--- config.mk ---
export PLATFORM = sky130hd
export DESIGN_NAME = adder_share_ctrl_flat
export DESIGN_NICKNAME = d
export VERILOG_FILES = /design/src/rtl/adder_share_ctrl_if.sv /design/src/rtl/adder_share_ctrl.sv /design/src/flat_wrapper.sv
export SDC_FILE = /design/constraint.sdc
export NUM_CORES = 1
export LEC_CHECK = 0
export ABC_AREA = 1
export BUFFER_PORTS_ARGS = -buffer_cell sky130_fd_sc_hd__buf_2
export CORE_UTILIZATION = 45
export DETAILED_ROUTE_END_ITERATION = 10
export HOLD_SLACK_MARGIN = 0.05
export PLACE_DENSITY = 0.87
export SETUP_SLACK_MARGIN = 0.15
export SYNTH_ARGS = -nofsm -noshare
export SYNTH_HDL_FRONTEND = slang
export SYNTH_SLANG_ARGS = --single-unit
--- constraint.sdc ---
create_clock -name clk -period 4 [get_ports clk]
set_clock_uncertainty 0.2 [all_clocks]
set_input_delay 0.2 -clock clk [delete_from_list [all_inputs] [get_ports clk]]
set_output_delay 0.2 -clock clk [all_outputs]
set_load 0.02 [all_outputs]
--- src/rtl/adder_share_ctrl_if.sv ---
// Client/adder bundle for adder_share_ctrl: requests, operands, grant/result and the shared 8-bit adder pins.
// The ovf signal exists only when ADD_OVF_EN is defined.
interface adder_share_ctrl_if #(
  parameter int N_REQ = 4,
  parameter int WIDTH = 32
);
  localparam int IDW = $clog2(N_REQ);

  logic [N_REQ-1:0]       req;
  logic [N_REQ*WIDTH-1:0] a_flat;
  logic [N_REQ*WIDTH-1:0] b_flat;
  logic [N_REQ-1:0]       cin_vec;
  logic [N_REQ-1:0]       gnt;
  logic                   busy;
  logic                   done;
  logic [IDW-1:0]         done_id;
  logic [WIDTH-1:0]       result;
  logic                   cout;
  logic [7:0]             add_a;
  logic [7:0]             add_b;
  logic                   add_cin;
  logic [7:0]             add_sum;
  logic                   add_cout;
`ifdef ADD_OVF_EN
  logic                   ovf;

  modport master (
    output req, a_flat, b_flat, cin_vec, add_sum, add_cout,
    input  gnt, busy, done, done_id, result, cout, add_a, add_b, add_cin, ovf
  );
  modport slave (
    input  req, a_flat, b_flat, cin_vec, add_sum, add_cout,
    output gnt, busy, done, done_id, result, cout, add_a, add_b, add_cin, ovf
  );
`else
  modport master (
    output req, a_flat, b_flat, cin_vec, add_sum, add_cout,
    input  gnt, busy, done, done_id, result, cout, add_a, add_b, add_cin
  );
  modport slave (
    input  req, a_flat, b_flat, cin_vec, add_sum, add_cout,
    output gnt, busy, done, done_id, result, cout, add_a, add_b, add_cin
  );
`endif
endinterface

--- src/rtl/adder_share_ctrl.sv ---
// Round-robin share of one 8-bit adder among N_REQ clients; WIDTH-bit sums sequenced a byte per cycle.
// Latency: grant edge, WIDTH/8 RUN cycles, one DONE cycle (done pulse); one op per WIDTH/8+2 cycles.
// No backpressure: clients hold req until granted; result is held until the next done. ADD_OVF_EN adds ovf.
module adder_share_ctrl #(
  parameter int N_REQ = 4,
  parameter int WIDTH = 32
) (
  input logic               clk,
  input logic               rst,
  adder_share_ctrl_if.slave bus
);
  localparam int NSLICE = WIDTH / 8;
  localparam int IDW    = $clog2(N_REQ);
  localparam int SW     = (NSLICE > 1) ? $clog2(NSLICE) : 1;

  typedef enum logic [1:0] {IDLE, RUN, DONE} state_t;

  state_t           state, state_nxt;
  logic [IDW-1:0]   ptr, win, pick, done_id_q;
  logic             found;
  logic [SW-1:0]    slice;
  logic             last;
  logic [WIDTH-1:0] a_reg, b_reg, res_reg, res_nxt, result_q;
  logic             carry_reg, cout_q;
  logic [N_REQ-1:0] gnt_q;
  logic [7:0]       a_sl, b_sl;

  // First requester at or above ptr, wrapping.
  always_comb begin
    pick  = '0;
    found = 1'b0;
    for (int i = 0; i < N_REQ; i++) begin
      if (!found && bus.req[(int'(ptr) + i) % N_REQ]) begin
        found = 1'b1;
        pick  = IDW'((int'(ptr) + i) % N_REQ);
      end
    end
  end

  always_comb begin
    a_sl    = '0;
    b_sl    = '0;
    res_nxt = res_reg;
    for (int s = 0; s < NSLICE; s++) begin
      if (slice == SW'(s)) begin
        a_sl              = a_reg[s*8 +: 8];
        b_sl              = b_reg[s*8 +: 8];
        res_nxt[s*8 +: 8] = bus.add_sum;
      end
    end
    last = (slice == SW'(NSLICE - 1));
  end

  always_comb begin
    state_nxt = state;
    case (state)
      IDLE:    if (found) state_nxt = RUN;
      RUN:     if (last) state_nxt = DONE;
      DONE:    state_nxt = IDLE;
      default: state_nxt = IDLE;
    endcase
  end

  always_ff @(posedge clk or posedge rst) begin
    if (rst) begin
      state     <= IDLE;
      ptr       <= '0;
      win       <= '0;
      slice     <= '0;
      a_reg     <= '0;
      b_reg     <= '0;
      res_reg   <= '0;
      carry_reg <= 1'b0;
      gnt_q     <= '0;
      result_q  <= '0;
      cout_q    <= 1'b0;
      done_id_q <= '0;
    end else begin
      state <= state_nxt;
      case (state)
        IDLE: begin
          if (found) begin
            a_reg     <= bus.a_flat[int'(pick)*WIDTH +: WIDTH];
            b_reg     <= bus.b_flat[int'(pick)*WIDTH +: WIDTH];
            carry_reg <= bus.cin_vec[pick];
            gnt_q     <= N_REQ'(1) << pick;
            slice     <= '0;
            win       <= pick;
            ptr       <= IDW'((int'(pick) + 1) % N_REQ);
          end
        end
        RUN: begin
          res_reg   <= res_nxt;
          carry_reg <= bus.add_cout;
          slice     <= slice + SW'(1);
          // Publish on the last slice edge so outputs are stable for the whole DONE cycle.
          if (last) begin
            result_q  <= res_nxt;
            cout_q    <= bus.add_cout;
            done_id_q <= win;
          end
        end
        DONE:    gnt_q <= '0;
        default: gnt_q <= '0;
      endcase
    end
  end

`ifdef ADD_OVF_EN
  logic ovf_q;

  always_ff @(posedge clk or posedge rst) begin
    if (rst) begin
      ovf_q <= 1'b0;
    end else if (state == RUN && last) begin
      ovf_q <= (a_reg[WIDTH-1] == b_reg[WIDTH-1]) && (res_nxt[WIDTH-1] != a_reg[WIDTH-1]);
    end
  end

  assign bus.ovf = ovf_q;
`endif

  assign bus.gnt     = gnt_q;
  assign bus.busy    = (state != IDLE);
  assign bus.done    = (state == DONE);
  assign bus.done_id = done_id_q;
  assign bus.result  = result_q;
  assign bus.cout    = cout_q;
  assign bus.add_a   = (state == RUN) ? a_sl : 8'h00;
  assign bus.add_b   = (state == RUN) ? b_sl : 8'h00;
  assign bus.add_cin = (state == RUN) ? carry_reg : 1'b0;
endmodule

--- src/flat_wrapper.sv ---
// flat-port wrapper written by rule: the top's interface ports become plain ports
module adder_share_ctrl_flat 
#(
  parameter int N_REQ = 4,
  parameter int WIDTH = 32
)
  (clk, rst, bus_req, bus_a_flat, bus_b_flat, bus_cin_vec, bus_add_sum, bus_add_cout, bus_gnt, bus_busy, bus_done, bus_done_id, bus_result, bus_cout, bus_add_a, bus_add_b, bus_add_cin);
  adder_share_ctrl_if #(.N_REQ(N_REQ), .WIDTH(WIDTH)) bus_i ();
  input logic clk;
  input logic rst;
  input wire logic [$bits(bus_i.req)-1:0] bus_req;
  input wire logic [$bits(bus_i.a_flat)-1:0] bus_a_flat;
  input wire logic [$bits(bus_i.b_flat)-1:0] bus_b_flat;
  input wire logic [$bits(bus_i.cin_vec)-1:0] bus_cin_vec;
  input wire logic [$bits(bus_i.add_sum)-1:0] bus_add_sum;
  input wire logic [$bits(bus_i.add_cout)-1:0] bus_add_cout;
  output wire logic [$bits(bus_i.gnt)-1:0] bus_gnt;
  output wire logic [$bits(bus_i.busy)-1:0] bus_busy;
  output wire logic [$bits(bus_i.done)-1:0] bus_done;
  output wire logic [$bits(bus_i.done_id)-1:0] bus_done_id;
  output wire logic [$bits(bus_i.result)-1:0] bus_result;
  output wire logic [$bits(bus_i.cout)-1:0] bus_cout;
  output wire logic [$bits(bus_i.add_a)-1:0] bus_add_a;
  output wire logic [$bits(bus_i.add_b)-1:0] bus_add_b;
  output wire logic [$bits(bus_i.add_cin)-1:0] bus_add_cin;
  assign bus_i.req = bus_req;
  assign bus_i.a_flat = bus_a_flat;
  assign bus_i.b_flat = bus_b_flat;
  assign bus_i.cin_vec = bus_cin_vec;
  assign bus_i.add_sum = bus_add_sum;
  assign bus_i.add_cout = bus_add_cout;
  assign bus_gnt = bus_i.gnt;
  assign bus_busy = bus_i.busy;
  assign bus_done = bus_i.done;
  assign bus_done_id = bus_i.done_id;
  assign bus_result = bus_i.result;
  assign bus_cout = bus_i.cout;
  assign bus_add_a = bus_i.add_a;
  assign bus_add_b = bus_i.add_b;
  assign bus_add_cin = bus_i.add_cin;
  adder_share_ctrl #(.N_REQ(N_REQ), .WIDTH(WIDTH)) u_core (.clk(clk), .rst(rst), .bus(bus_i));
endmodule
## Yosys cells after proc, flatten, opt, wreduce, memory -nomap -nowiden

Index checks and enable logic that the tools add are counted.

| word-level totals | value |
|---|---|
| bits in registers | 144 |
| output and inout bits | 58 |

| cells by class | value |
|---|---|
| add/sub/neg operators | 5 |
| magnitude comparators | 5 |
| equal/unequal tests | 7 |
| shifts and indexed selects | 3 |
| mux-type cells | 45 |
| bitwise logic cells | 4 |
| reductions and logical operators | 18 |

Operators with widths:

| operator | number |
|---|---|
| 128-bit by 8-bit indexed part select with 32-bit output | 2 |
| 8-bit 2-to-1 mux | 14 |
| 1-bit 2-to-1 mux | 14 |
| 2-bit 2-to-1 mux | 7 |
| 3-bit by 4-bit less-than comparator with 1-bit output (second input constant) | 3 |
| 1-bit binary-select mux with 2-bit select | 5 |
| 2-bit AND reduction | 5 |
| 2-bit case mux with 2 select lines | 2 |
| 4-bit case mux with 2 select lines | 1 |
| 2-bit by 1-bit adder with 2-bit output (second input constant) | 3 |
| 2-bit equality test (second input constant) | 3 |
| 2-bit by 3-bit less-than comparator with 1-bit output (second input constant) | 2 |
| 2-bit OR reduction | 3 |
| 2-bit adder (second input constant) | 2 |
| 2-bit by 1-bit equality test with 1-bit output (second input constant) | 2 |
| 2-bit logical NOT | 2 |
| 4-bit 2-to-1 mux | 1 |
| 2-bit by 1-bit != test with 1-bit output (second input constant) | 2 |
| 2-bit nonzero test | 2 |
| 1-bit by 2-bit left shift with 4-bit output (first input constant) | 1 |
| 1-bit AND (first input constant) | 3 |
| 1-bit logical AND | 3 |
| 1-bit logical NOT | 3 |
| 1-bit case mux with 2 select lines | 1 |
| 1-bit inverter | 1 |

## Depth between registers and ports, before layout

Gate-level depths: netlist (run 1).

| logic depth | value |
|---|---|
| depth after elaboration | 18 |
| mapped depth | 19 |

## Least setup slack after synthesis (run 1)

OpenSTA, ideal clock, no wires.

| path | value |
|---|---|
| path type | register to output |
| start | register u_core.slice[0] |
| end | output port bus_add_a[0] |
| arrival time | 1.996 ns |
| required time | 3.600 ns |
| setup slack | 1.604 ns |
| cell stages (with the launch flop) | 8 |
| buffers on the path | 1 |
| path through | dfrtp_1 > inv_1 > ha_1 > inv_1 > nor2_1 > clkbuf_1 > a221oi_1 > o31ai_1 |

| on the way | value |
|---|---|
| longest elaborated chain between the ends | 6 |
| elaborated cells on any way between the ends | 9 |

Ends and longest elaborated chain:

| item | line | text |
|---|---|---|
| from (decl) | adder_share_ctrl.sv:21 | `logic [SW-1:0] slice;` |
| from (signal assigned) | adder_share_ctrl.sv:95 | `slice <= slice + SW'(1);` |
| 2-bit logical NOT | adder_share_ctrl.sv:45 | `if (slice == SW'(s)) begin` |
| 8-bit 2-to-1 mux (3 in series) | adder_share_ctrl.sv:45 |  |
| 8-bit 2-to-1 mux * | adder_share_ctrl.sv:45 |  |
| 8-bit 2-to-1 mux * | adder_share_ctrl.sv:129 | `assign bus.add_a = (state == RUN) ? a_sl : 8'h00;` |
| to (decl) | flat_wrapper.sv:23 | `output wire logic [$bits(bus_i.add_a)-1:0] bus_add_a;` |

Every way passes the cells marked *; elsewhere a longest branch is shown, timed or not.

## Worst setup path in the final report (run 1)

| path | value |
|---|---|
| start | register u_core.ptr[0] |
| end | register u_core.a_reg[2] |

| on the way | value |
|---|---|
| longest elaborated chain between the ends | 13 |
| elaborated cells on any way between the ends | 30 |

Ends and longest elaborated chain:

| item | line | text |
|---|---|---|
| from (decl) | adder_share_ctrl.sv:19 | `logic [IDW-1:0] ptr, win, pick, done_id_q;` |
| from (signal assigned) | adder_share_ctrl.sv:89 | `ptr <= IDW'((int'(pick) + 1) % N_REQ);` |
| 2-bit by 1-bit adder with 2-bit output / 1-bit binary-select mux with 2-bit select (equally long branches) | adder_share_ctrl.sv:33, adder_share_ctrl.sv:35 |  |
| 1-bit binary-select mux with 2-bit select / 1-bit 2-to-1 mux (equally long branches) | adder_share_ctrl.sv:33 | `if (!found && bus.req[(int'(ptr) + i) % N_REQ]) begin` |
| 1-bit 2-to-1 mux (not written as such) | adder_share_ctrl.sv:33 |  |
| 1-bit 2-to-1 mux (not written as such) / 1-bit logical NOT (equally long branches) | adder_share_ctrl.sv:33 |  |
| 1-bit logical AND | adder_share_ctrl.sv:33 |  |
| 1-bit 2-to-1 mux | adder_share_ctrl.sv:33 |  |
| 1-bit logical NOT | adder_share_ctrl.sv:33 |  |
| 1-bit logical AND | adder_share_ctrl.sv:33 |  |
| 1-bit 2-to-1 mux | adder_share_ctrl.sv:33 |  |
| 1-bit logical NOT | adder_share_ctrl.sv:33 |  |
| 1-bit logical AND | adder_share_ctrl.sv:33 |  |
| 2-bit 2-to-1 mux / 1-bit 2-to-1 mux (equally long branches) | adder_share_ctrl.sv:33 |  |
| 128-bit by 8-bit indexed part select with 32-bit output / 2-bit AND reduction (equally long branches) | -- |  |
| to (signal assigned) | adder_share_ctrl.sv:83 | `a_reg <= bus.a_flat[int'(pick)*WIDTH +: WIDTH];` |
| to (decl) | adder_share_ctrl.sv:23 | `logic [WIDTH-1:0] a_reg, b_reg, res_reg, res_nxt, result_q;` |

Several ways; a longest one is shown, not always the timed one. The select of a mux whose other input is x is not followed.
A chain may end at the register's enable or synchronous reset.

==> results.cfg, run 1 <==
[grt]
antenna_found_initial = 2
grt_pass1_wl_mm = 56.5
grt_max_degree = 83
grt_usage = 0.375
grt-ovfl-total = 0
grt_pass1_vias = 11300

[critical_path]
cp_data_required_time_ns = 4.16
crit_arrival_ns = 3.82
path_buf_inv = 4
cp-startpoint = u_core.ptr[0]$_DFFE_PP0P_
max_stage_delay_ns = 0.59
crit_family = buffers and inverters
crit_slowest_cell = dlygate4sd3_1
startpoint_type = register
path_class = register to register
critPathMaxFanout = 82
r2r_start = u_core.ptr[0]$_DFFE_PP0P_
endpoint_kind = register
crit_top_cell = nand2_1
path_cells = inv_4, nand2_1, nand2_1, nand2_1, nand2_1, nor2_4, nand3_4, nand3_4, buf_16, nand2_1, nand2_1, dlygate4sd3_1, nand2_1, nand2_1, dlygate4sd3_1, nand2_1, nand2_1

[yosys]
synth_area_leaders = dfrtp_1 (40%), nand2_1 (30%), inv_1 (4.5%)
netlist_top_cells_count = nand2_1 (675), dfrtp_1 (136), inv_1 (103)
ys_seq_area_frac = 0.399
synthesis.nets = 1563
yosysMostFrequentCell = nand2_1
syn_inst = 1280
synth_top_area_share = 0.399
synth_area_leader_cell = dfrtp_1
synth_mux_area_frac = 0
syn-cell-area_sq_um = 8520
synth_xor_area_frac = 0
synth-compound-area-share = 0.103
synth_top_family_by_area = simple AND/OR/NAND/NOR gates
synth-edff-count = 0
syn_avg_cell_area_sq_um = 6.66
synthSimpleGateAreaFrac = 0.390
synth_warnings = 0
ys_seq_elements = 136
synthArstFlopShare = 1.00
synth_fa_ha_area_frac = 0.0117
ys.flop_type = dfrtp_1
synth_cell_types = 26

[clock_network]
cts_buffers = 17
cts.reportedPaths.clkPinSlew_ns = 0.06
cts.sinks = 136
root_buffer = clkbuf_16
cts_buffer_depth = 2
clk_latency_ns = 0.43
cts_tree = built
htree_levels = 4

[timing]
rsz0062_at_grt = false
fmax_ghz = 0.273
min_period_over_period = 0.917
setup_tns_ns = 0
maxSlewViolCount = 0
relSlewSlack = 0.334
setup_viol = 0
fin_crit_ns = 3.67
finalHoldViolations = 0
worst_slew_pin_slew_ns = 0.997

[outcome]
status = complete, no violations

[drt]
drt_wl_total_mm = 36.7
vias_per_cell = 5.56
drt_iter0_markers = 1086
wl_per_cell_microns = 18.0
ant_nets = 0
vias = 11300
route.detailed.drc = 0
drtPass1Iterations = 9

[floorplanning]
floorplan.rows = 49
die_w_microns = 140
die_area_sq_um = 19500
initial_core_util = 0.466
ios = 333
core_sq_um = 18300
die_height_microns = 140

[worst_hold_path]
min_from = u_core.bus.result[12]$_DFFE_PP0P_
hp-class = register to register

[placement]
placed_area_sq_um = 10200
numPortBuffers = 332
dpl.hpwl_mm = 20.3
gp_congestion = 0.911

[cells_and_area]
fin_util = 0.722
area_delta_synth_final_pct = 54.7
drive_gt1_frac = 0.240
nets = 2080
fin_area_sq_um = 13200

[power_and_ir_drop]
p_per_area_nw_per_um2 = 1060
p_leak_nw = 7.23
max-vdd-ir-drop_uv = 702

[run]
max-cap-violations = 0
[area by class of cell]
cell class,count,area (sq um)
multi-input combinational,960,4320
fill,1241,5080
tap,229,287
clock inverter,13,168
antenna,3,7.51
sequential,136,3400
inverter,109,418
clock buffer,19,453
timing repair buffer,573,4130
[cells by family after synthesis]
group	after synthesis
buf+inv	185
flops	136
simple gates	819
fa+ha+maj	8
compound gates	132
[power by group]
part           total (W)  internal, W  switching [W]
logic            0.00981      0.00409        0.00572
registers        0.00252      0.00206       0.000455
clock network    0.00165      0.00102       0.000632
total             0.0140      0.00717        0.00681
[cells in the final DEF (no fill, tap or decap), types with 4 or more instances in the layout]
cell           synthesis  final
nand3_1               76     76
buf_2                 24    332
nor2_1                24     22
o211ai_1              36     36
dlygate4sd3_1          0    225
ha_1                   8      8
or2_2                 36     36
a32o_1                 5      5
inv_1                103    102
o31ai_1               16     16
nor2_4                 3      4
nand2_1              675    675
clkbuf_16              0     18
a221oi_1              16     16
dfrtp_1              136    135
inv_2                  6      4
o21ai_0               54     54
buf_4                  9      9
[per-stage QoR]
step,power (W),instances,hold WS [ns],setup WS [ns]
floorplan,0.00780,1280,0.117,1.60
global placement,0.00927,1779,0.248,1.10
detailed placement,0.00943,1779,0.253,0.972
CTS,0.0131,2036,0.270,0.168
global route,0.0149,2041,0.277,0.105
finish,0.0140,2042,0.269,0.333
[worst register-to-register path, stage by stage (launching register included)]
cell           delay [ns]
dfrtp_2              0.48
inv_4                0.10
nand2_1              0.07
nand2_1              0.11
nand2_1              0.12
nand2_1              0.09
nor2_4               0.14
nand3_4              0.14
nand3_4              0.17
buf_16               0.29
nand2_1              0.13
nand2_1              0.07
dlygate4sd3_1        0.59
nand2_1              0.09
nand2_1              0.11
dlygate4sd3_1        0.56
nand2_1              0.06
nand2_1              0.08
[routing by layer]
layer  part of all wire  routed length [microns]  vias to the layer above  GRT usage
met5                  0                        0                        -          0
met4              0.085                     3130                        0      0.290
met3              0.092                     3360                      286     0.0905
met2               0.49                    17900                      855      0.644
met1               0.34                    12300                     5169      0.398
li1                   -                        -                     5037          -
[path summary, 6_finish.rpt]
| kind | endpoint | slack, ns | depth (start not counted) |
|---|---|---|---|
| hold reg to reg | u_core.bus.result[12]$_DFFE_PP0P_ | 0.27 | 2 |
| setup / recovery | u_core.a_reg[2]$_DFFE_PP0P_ | 0.33 | 17 |
| setup reg to reg | u_core.a_reg[2]$_DFFE_PP0P_ | 0.33 | 17 |
| hold / removal | u_core.bus.result[12]$_DFFE_PP0P_ | 0.27 | 2 |
| min in group asynchronous | u_core.bus.result[25]$_DFFE_PP0P_ | 0.35 | 3 |
| max in group asynchronous | u_core.a_reg[15]$_DFFE_PP0P_ | 2.28 | 4 |
[timing repair]
item / in CTS / in global routing
hold buffers: 225 / 0
buffers inserted: 0 / 1
endpoints found under the setup margin: 0 / 46
resized for setup: 0 / 9
endpoints found under the hold margin: 148 / 0
Note: power is estimated with default switching activity, not from simulation.
==> run 2: changes to the inputs <==
--- a/config.mk
+++ b/config.mk
@@ -5,9 +5,10 @@
 export SDC_FILE = /design/constraint.sdc
 export NUM_CORES = 1
 export LEC_CHECK = 0
-export ABC_AREA = 1
 export BUFFER_PORTS_ARGS = -buffer_cell sky130_fd_sc_hd__buf_2
-export CORE_UTILIZATION = 45
+export CELL_PAD_IN_SITES_DETAIL_PLACEMENT = 1
+export CELL_PAD_IN_SITES_GLOBAL_PLACEMENT = 2
+export CORE_UTILIZATION = 26
 export DETAILED_ROUTE_END_ITERATION = 10
 export HOLD_SLACK_MARGIN = 0.05
 export PLACE_DENSITY = 0.87
==> run 2 against run 1 <==
  * First-iteration DRC count down 66%
  * Utilization down 32 points
  * Die area grew 69%
  * Design area is 2.7% lower
  * Total power fell by 31%
  * Sequential share of layout area is 0.71 points higher
==> results.cfg, run 2 <==
[clock_network]
cts_buffers = 17
root_buffer = clkbuf_16
cts.sinks = 136
cts.reportedPaths.clkPinSlew_ns = 0.07
clk_latency_ns = 0.42
cts_tree = built
cts_setup_buffers = 0
htree_levels = 4
cts_buffer_depth = 2

[timing]
relSlewSlack = 0.280
rsz0062_at_grt = false
setup_tns_ns = 0
fin_crit_ns = 3.55
setup_viol = 0
finalHoldViolations = 0
min_period_over_period = 0.888
worst_slack_ns = 0.447
maxSlewViolCount = 0
fmax_ghz = 0.281
worst_slew_pin_slew_ns = 1.08

[critical_path]
startpoint_type = register
critPathMaxFanout = 50
crit_top_cell = dlygate4sd3_1
path_cells = nand2b_2, a21oi_4, nor3_4, inv_6, buf_4, mux2i_1, dlygate4sd3_1, o211ai_1, dlygate4sd3_1
crit_slowest_cell = dlygate4sd3_1
crit_arrival_ns = 3.66
path_class = register to register
max_stage_delay_ns = 0.58
crit_family = buffers and inverters
endpoint_kind = register
cp_data_required_time_ns = 4.11
path_buf_inv = 4

[yosys]
syn_avg_cell_area_sq_um = 9.55
synth-edff-count = 0
synth_area_leaders = dfrtp_1 (41%), mux2i_1 (12%), nand2_1 (5.2%)
synth_area_leader_cell = dfrtp_1
ys_seq_area_frac = 0.405
syn-cell-area_sq_um = 8400
synth_warnings = 0
netlist_top_cells_count = dfrtp_1 (136), nand2_1 (117), mux2i_1 (100)
synthArstFlopShare = 1.00
ys_seq_elements = 136
ys.flop_type = dfrtp_1
synthesis.nets = 1162
synth_cell_types = 44
yosysMostFrequentCell = dfrtp_1
synth_top_area_share = 0.405
syn_inst = 879

[floorplanning]
die_area_sq_um = 33000
floorplan.rows = 65
initial_core_util = 0.265
die_w_microns = 182
core_sq_um = 31600
ios = 333
die_height_microns = 182

[cells_and_area]
area_delta_synth_final_pct = 52.8
drive_gt1_frac = 0.315
n_fill_cell = 3654
fin_cells = 1768
nets = 1633
fin_area_sq_um = 12800
final_common_cell = buf_2
final_cell_mix = buf_2 (332), dlygate4sd3_1 (192), dfrtp_1 (136)

[drt]
vias_per_cell = 5.08
drt_iter0_markers = 373
drt_wl_total_mm = 36.7
ant_nets = 0
vias = 8979
drtPass1Iterations = 4
wl_per_cell_microns = 20.7
route.detailed.drc = 0

[grt]
grt_pass1_vias = 9948
antenna_found_initial = 3
grt_usage = 0.224
grt_max_degree = 137
grt_pass1_wl_mm = 56.9
grt-ovfl-total = 0

[outcome]
status = complete, no violations

[power_and_ir_drop]
p_leak_nw = 5.94
p_per_area_nw_per_um2 = 756
max-vdd-ir-drop_uv = 319

[placement]
dp.cells = 1541
numPortBuffers = 332
gp_congestion = 0.788
dpl.hpwl_mm = 24.4
place_ws_ns = 1.18
placed_area_sq_um = 10300

[worst_hold_path]
hp-class = primary input to register

[run]
max-cap-violations = 0
==> run 2: cell types whose count changed after synthesis, sizes merged, moves of 20 or more <==
| cell | before | now |
|---|---|---|
| a21oi | 2 | 22 |
| a211o | 0 | 36 |
| or2 | 36 | 4 |
| mux2i | 0 | 101 |
| o31ai | 16 | 37 |
| nand3 | 78 | 1 |
| nor2 | 27 | 50 |
| and4 | 0 | 28 |
| mux2 | 0 | 24 |
| a211oi | 0 | 56 |
| nand2 | 677 | 117 |
| inv | 109 | 8 |
| nand4 | 1 | 36 |
| clkbuf | 30 | 60 |
==> run 2: area by class of cell <==
cell class,count,area (sq um),area share
clock buffer,17,425,0.0332
inverter,8,38.8,0.00302
antenna,3,7.51,0.000585
clock inverter,15,155,0.0121
tap,402,503,0.0392
multi-input combinational,643,4540,0.354
timing repair buffer,544,3760,0.293
sequential,136,3400,0.265
==> run 2: cell families (layout without fill, tap and decap cells) <==
family,Yosys count,count (layout),share of synthesized area
AO/OA/AOI/OAI,241,241,0.205
adder cells (fa/ha/maj),8,8,0.0119
buffers and inverters,100,584,0.0590
flip-flops,136,136,0.405
multiplexers,125,125,0.153
other,0,3,0
AND/OR/NAND/NOR,269,269,0.166
==> run 2: power by group <==
part / total [W] / switching (W) / leakage [nW] / internal, W
clock: 0.00160 / 0.000716 / 0.279 / 0.000882
combinational: 0.00554 / 0.00306 / 4.04 / 0.00248
sequential: 0.00256 / 0.000491 / 1.63 / 0.00207
total: 0.00970 / 0.00426 / 5.94 / 0.00543
==> run 2: worst paths after layout <==
kind / from / to / slack, ns / cells past startpoint
max: u_core.ptr[1]$_DFFE_PP0P_ / u_core.b_reg[14]$_DFFE_PP0P_ / 0.45 / 9
min: bus_b_flat[97] / u_core.b_reg[1]$_DFFE_PP0P_ / 0.06 / 3
max reg2reg: u_core.ptr[1]$_DFFE_PP0P_ / u_core.b_reg[14]$_DFFE_PP0P_ / 0.45 / 9
min reg2reg: u_core.bus.cout$_DFFE_PP0P_ / u_core.bus.cout$_DFFE_PP0P_ / 0.27 / 2
max in group asynchronous: rst / u_core.b_reg[24]$_DFFE_PP0P_ / 2.67 / 4
min in group asynchronous: rst / u_core.bus.done_id[1]$_DFFE_PP0P_ / 0.35 / 4
==> run 2: worst register-to-register path, stage by stage (launching register included) <==
cell and delay [ns]:
dfrtp_1 0.43, nand2b_2 0.23, a21oi_4 0.19, nor3_4 0.08, inv_6 0.44, buf_4 0.38
mux2i_1 0.24, dlygate4sd3_1 0.58, o211ai_1 0.09, dlygate4sd3_1 0.58
==> run 2: metrics by stage <==
step	hold slack, ns	utilization	total power, W
detailed placement	0.237	0.326	0.00715
global placement	0.233	0.326	0.00701
floorplan	0.105	-	0.00559
finish	0.0594	0.405	0.00970
CTS	0.0526	0.405	0.00968
global route	0.0693	0.405	0.0104
==> run 2: routing by layer <==
layer	global-route usage	vias up	routed length, microns
met2	0.373	308	17600
met1	0.287	4397	16200
met3	0.0477	45	1840
met4	0.0742	6	929
met5	0	-	31
li1	-	4223	-
==> run 2: what timing repair did <==
action | in CTS | in global routing
endpoints found under the setup margin | 0 | 6
endpoints found under the hold margin | 253 | 0
resized for setup | 0 | 1
hold buffers | 192 | 0
==> run 3: changes to the inputs <==
--- a/config.mk
+++ b/config.mk
@@ -5,13 +5,14 @@
 export SDC_FILE = /design/constraint.sdc
 export NUM_CORES = 1
 export LEC_CHECK = 0
+export ABC_AREA = 1
 export BUFFER_PORTS_ARGS = -buffer_cell sky130_fd_sc_hd__buf_2
 export CELL_PAD_IN_SITES_DETAIL_PLACEMENT = 1
 export CELL_PAD_IN_SITES_GLOBAL_PLACEMENT = 2
-export CORE_UTILIZATION = 26
+export CORE_UTILIZATION = 23
 export DETAILED_ROUTE_END_ITERATION = 10
 export HOLD_SLACK_MARGIN = 0.05
-export PLACE_DENSITY = 0.87
+export PLACE_DENSITY = 0.8
 export SETUP_SLACK_MARGIN = 0.15
 export SYNTH_ARGS = -nofsm -noshare
 export SYNTH_HDL_FRONTEND = slang
==> run 3 against run 2 <==
  * Die area is 15% higher
  * Critical path depth rose by 7
  * Maximum frequency grew 0.38%
  * Via count rose by 15%
  * Utilization is 3.5 points lower
  * Design area rose by 5.4%
  * Total power rose by 37%
  * Largest cell class unchanged
==> results.cfg, run 3 (synthesized netlist as in run 1, its figures left out) <==
[floorplanning]
die_w_microns = 194
ios = 333
die_height_microns = 194
die_area_sq_um = 37800
initial_core_util = 0.233
core_sq_um = 36500
floorplan.rows = 70

[placement]
gp_congestion = 0.818
dpl.hpwl_mm = 25.0
numPortBuffers = 332

[drt]
wl_per_cell_microns = 16.7
drtPass1Iterations = 6
drt_iter0_markers = 503
route.detailed.drc = 0
ant_nets = 0
drt_wl_total_mm = 38.2
vias = 10400
vias_per_cell = 4.53

[grt]
grt_most_used_layer = met2
grt_max_degree = 137
grt_pass1_vias = 11300
met1_usage = 0.231
grtUsageMet3 = 0.0387
grtUsageMet2 = 0.368
antenna_found_initial = 3
grt_usage = 0.199
grt-ovfl-total = 0
grt_pass1_wl_mm = 59.9

[clock_network]
htree_levels = 4
cts_buffers = 17
cts.sinks = 136
clk_latency_ns = 0.42
cts_buffer_depth = 2
cts_tree = built
cts.reportedPaths.clkPinSlew_ns = 0.07
root_buffer = clkbuf_16

[cells_and_area]
seqCellArea_sq_um = 3400
area_delta_synth_final_pct = 58.6
n_fill_cell = 4640
nets = 2088
fin_util = 0.370
multiInputGateArea_sq_um = 4320
final_cell_mix = nand2_1 (675), buf_2 (332), dlygate4sd3_1 (231)
final_common_cell = nand2_1
drive_gt1_frac = 0.240

[timing]
maxSlewViolCount = 0
fmax_ghz = 0.283
rsz0062_at_grt = false
setup_viol = 0
setup_tns_ns = 0
relSlewSlack = 0.380
worst_slew_pin_slew_ns = 0.928
finalHoldViolations = 0
min_period_over_period = 0.885
fin_crit_ns = 3.54

[critical_path]
path_cells = inv_2, nand2_1, nand3_1, nand2_1, nor2_4, nand3_4, nand3_4, buf_16, nand2_1, nand2_1, dlygate4sd3_1, nand2_1, nand2_1, dlygate4sd3_1, nand2_1, nand2_1
cp_data_required_time_ns = 4.17
r2r_start = u_core.ptr[0]$_DFFE_PP0P_
rr_endpoint = u_core.b_reg[1]$_DFFE_PP0P_
crit_family = buffers and inverters
max_stage_delay_ns = 0.55
endpoint_kind = register
critPathMaxFanout = 34
path_class = register to register
path_buf_inv = 4
reg2reg_slack_ns = 0.46
r2r.worst_path.cells = 16
crit_arrival_ns = 3.71
startpoint_type = register
crit_slowest_cell = dlygate4sd3_1
crit_top_cell = nand2_1

[worst_hold_path]
min_from = bus_b_flat[9]
whs_endpoint = u_core.b_reg[9]$_DFFE_PP0P_
hp-class = primary input to register
hold_depth = 7

[run]
max-cap-violations = 0

[power_and_ir_drop]
p_per_area_nw_per_um2 = 986
max-vdd-ir-drop_uv = 630
total_power_w = 0.0133
p_leak_nw = 7.21

[outcome]
status = complete, no violations
-- run 3: final cells by class --
type	count	area share
Clock buffer	19	0.0320
Sequential cell	136	0.252
Antenna cell	2	0.000370
Clock inverter	13	0.0110
Timing Repair Buffer	582	0.310
Inverter	109	0.0325
Multi-Input combinational cell	959	0.319
Tap cell	468	0.0433
-- run 3: per-stage QoR --
stage	setup slack [ns]	area, sq um	std cells	hold WS, ns
after floorplan	1.60	8530	1280	0.117
after global placement	1.07	10500	2020	0.249
after detailed placement	0.961	10500	2020	0.253
after CTS	0.180	13400	2283	0.0503
after global routing	0.154	13500	2287	0.0888
final	0.461	13500	2288	0.0422
-- run 3: repair_timing --
item	in CTS	in global routing
resized for setup	0	7
buffers inserted	0	1
endpoints found under the hold margin	220	0
hold buffers	231	0
endpoints found under the setup margin	0	17
-- run 3: routing by layer --
| layer | share of wire | vias up | wire length, microns |
|---|---|---|---|
| met2 | 0.51 | 256 | 19700 |
| li1 | - | 5052 | - |
| met3 | 0.046 | 41 | 1750 |
| met4 | 0.019 | 0 | 717 |
| met1 | 0.42 | 5006 | 16000 |
| met5 | 0 | - | 0 |
-- run 3: worst reg2reg max path, delay by kind of cell (launching register included) --
family / cells / cell delay [ns]
buf+inv: 4 / 1.52
flops: 1 / 0.48
simple gates: 12 / 1.29
-- run 3: how the worst max path moves through the flow --
stage	start	endpoint	slack (ns)	depth (start not counted)
final	u_core.ptr[0]$_DFFE_PP0P_	u_core.b_reg[1]$_DFFE_PP0P_	0.46	16
after global placement	u_core.ptr[0]$_DFFE_PP0P_	u_core.a_reg[17]$_DFFE_PP0P_	1.07	17
after floorplan	u_core.slice[0]$_DFFE_PP0P_	bus_add_a[0]	1.60	7
after detailed placement	u_core.ptr[0]$_DFFE_PP0P_	u_core.a_reg[17]$_DFFE_PP0P_	0.96	16
after global routing	u_core.ptr[0]$_DFFE_PP0P_	u_core.a_reg[19]$_DFFE_PP0P_	0.15	14
after CTS	u_core.ptr[0]$_DFFE_PP0P_	u_core.b_reg[1]$_DFFE_PP0P_	0.18	17
-- run 3: where the power goes --
| group | leakage [nW] | switching [W] | internal (W) | total, W |
|---|---|---|---|---|
| Combinational | 5.23 | 0.00559 | 0.00367 | 0.00926 |
| Clock | 0.274 | 0.000654 | 0.000926 | 0.00158 |
| Sequential | 1.70 | 0.000420 | 0.00206 | 0.00248 |
| Total | 7.21 | 0.00667 | 0.00666 | 0.0133 |
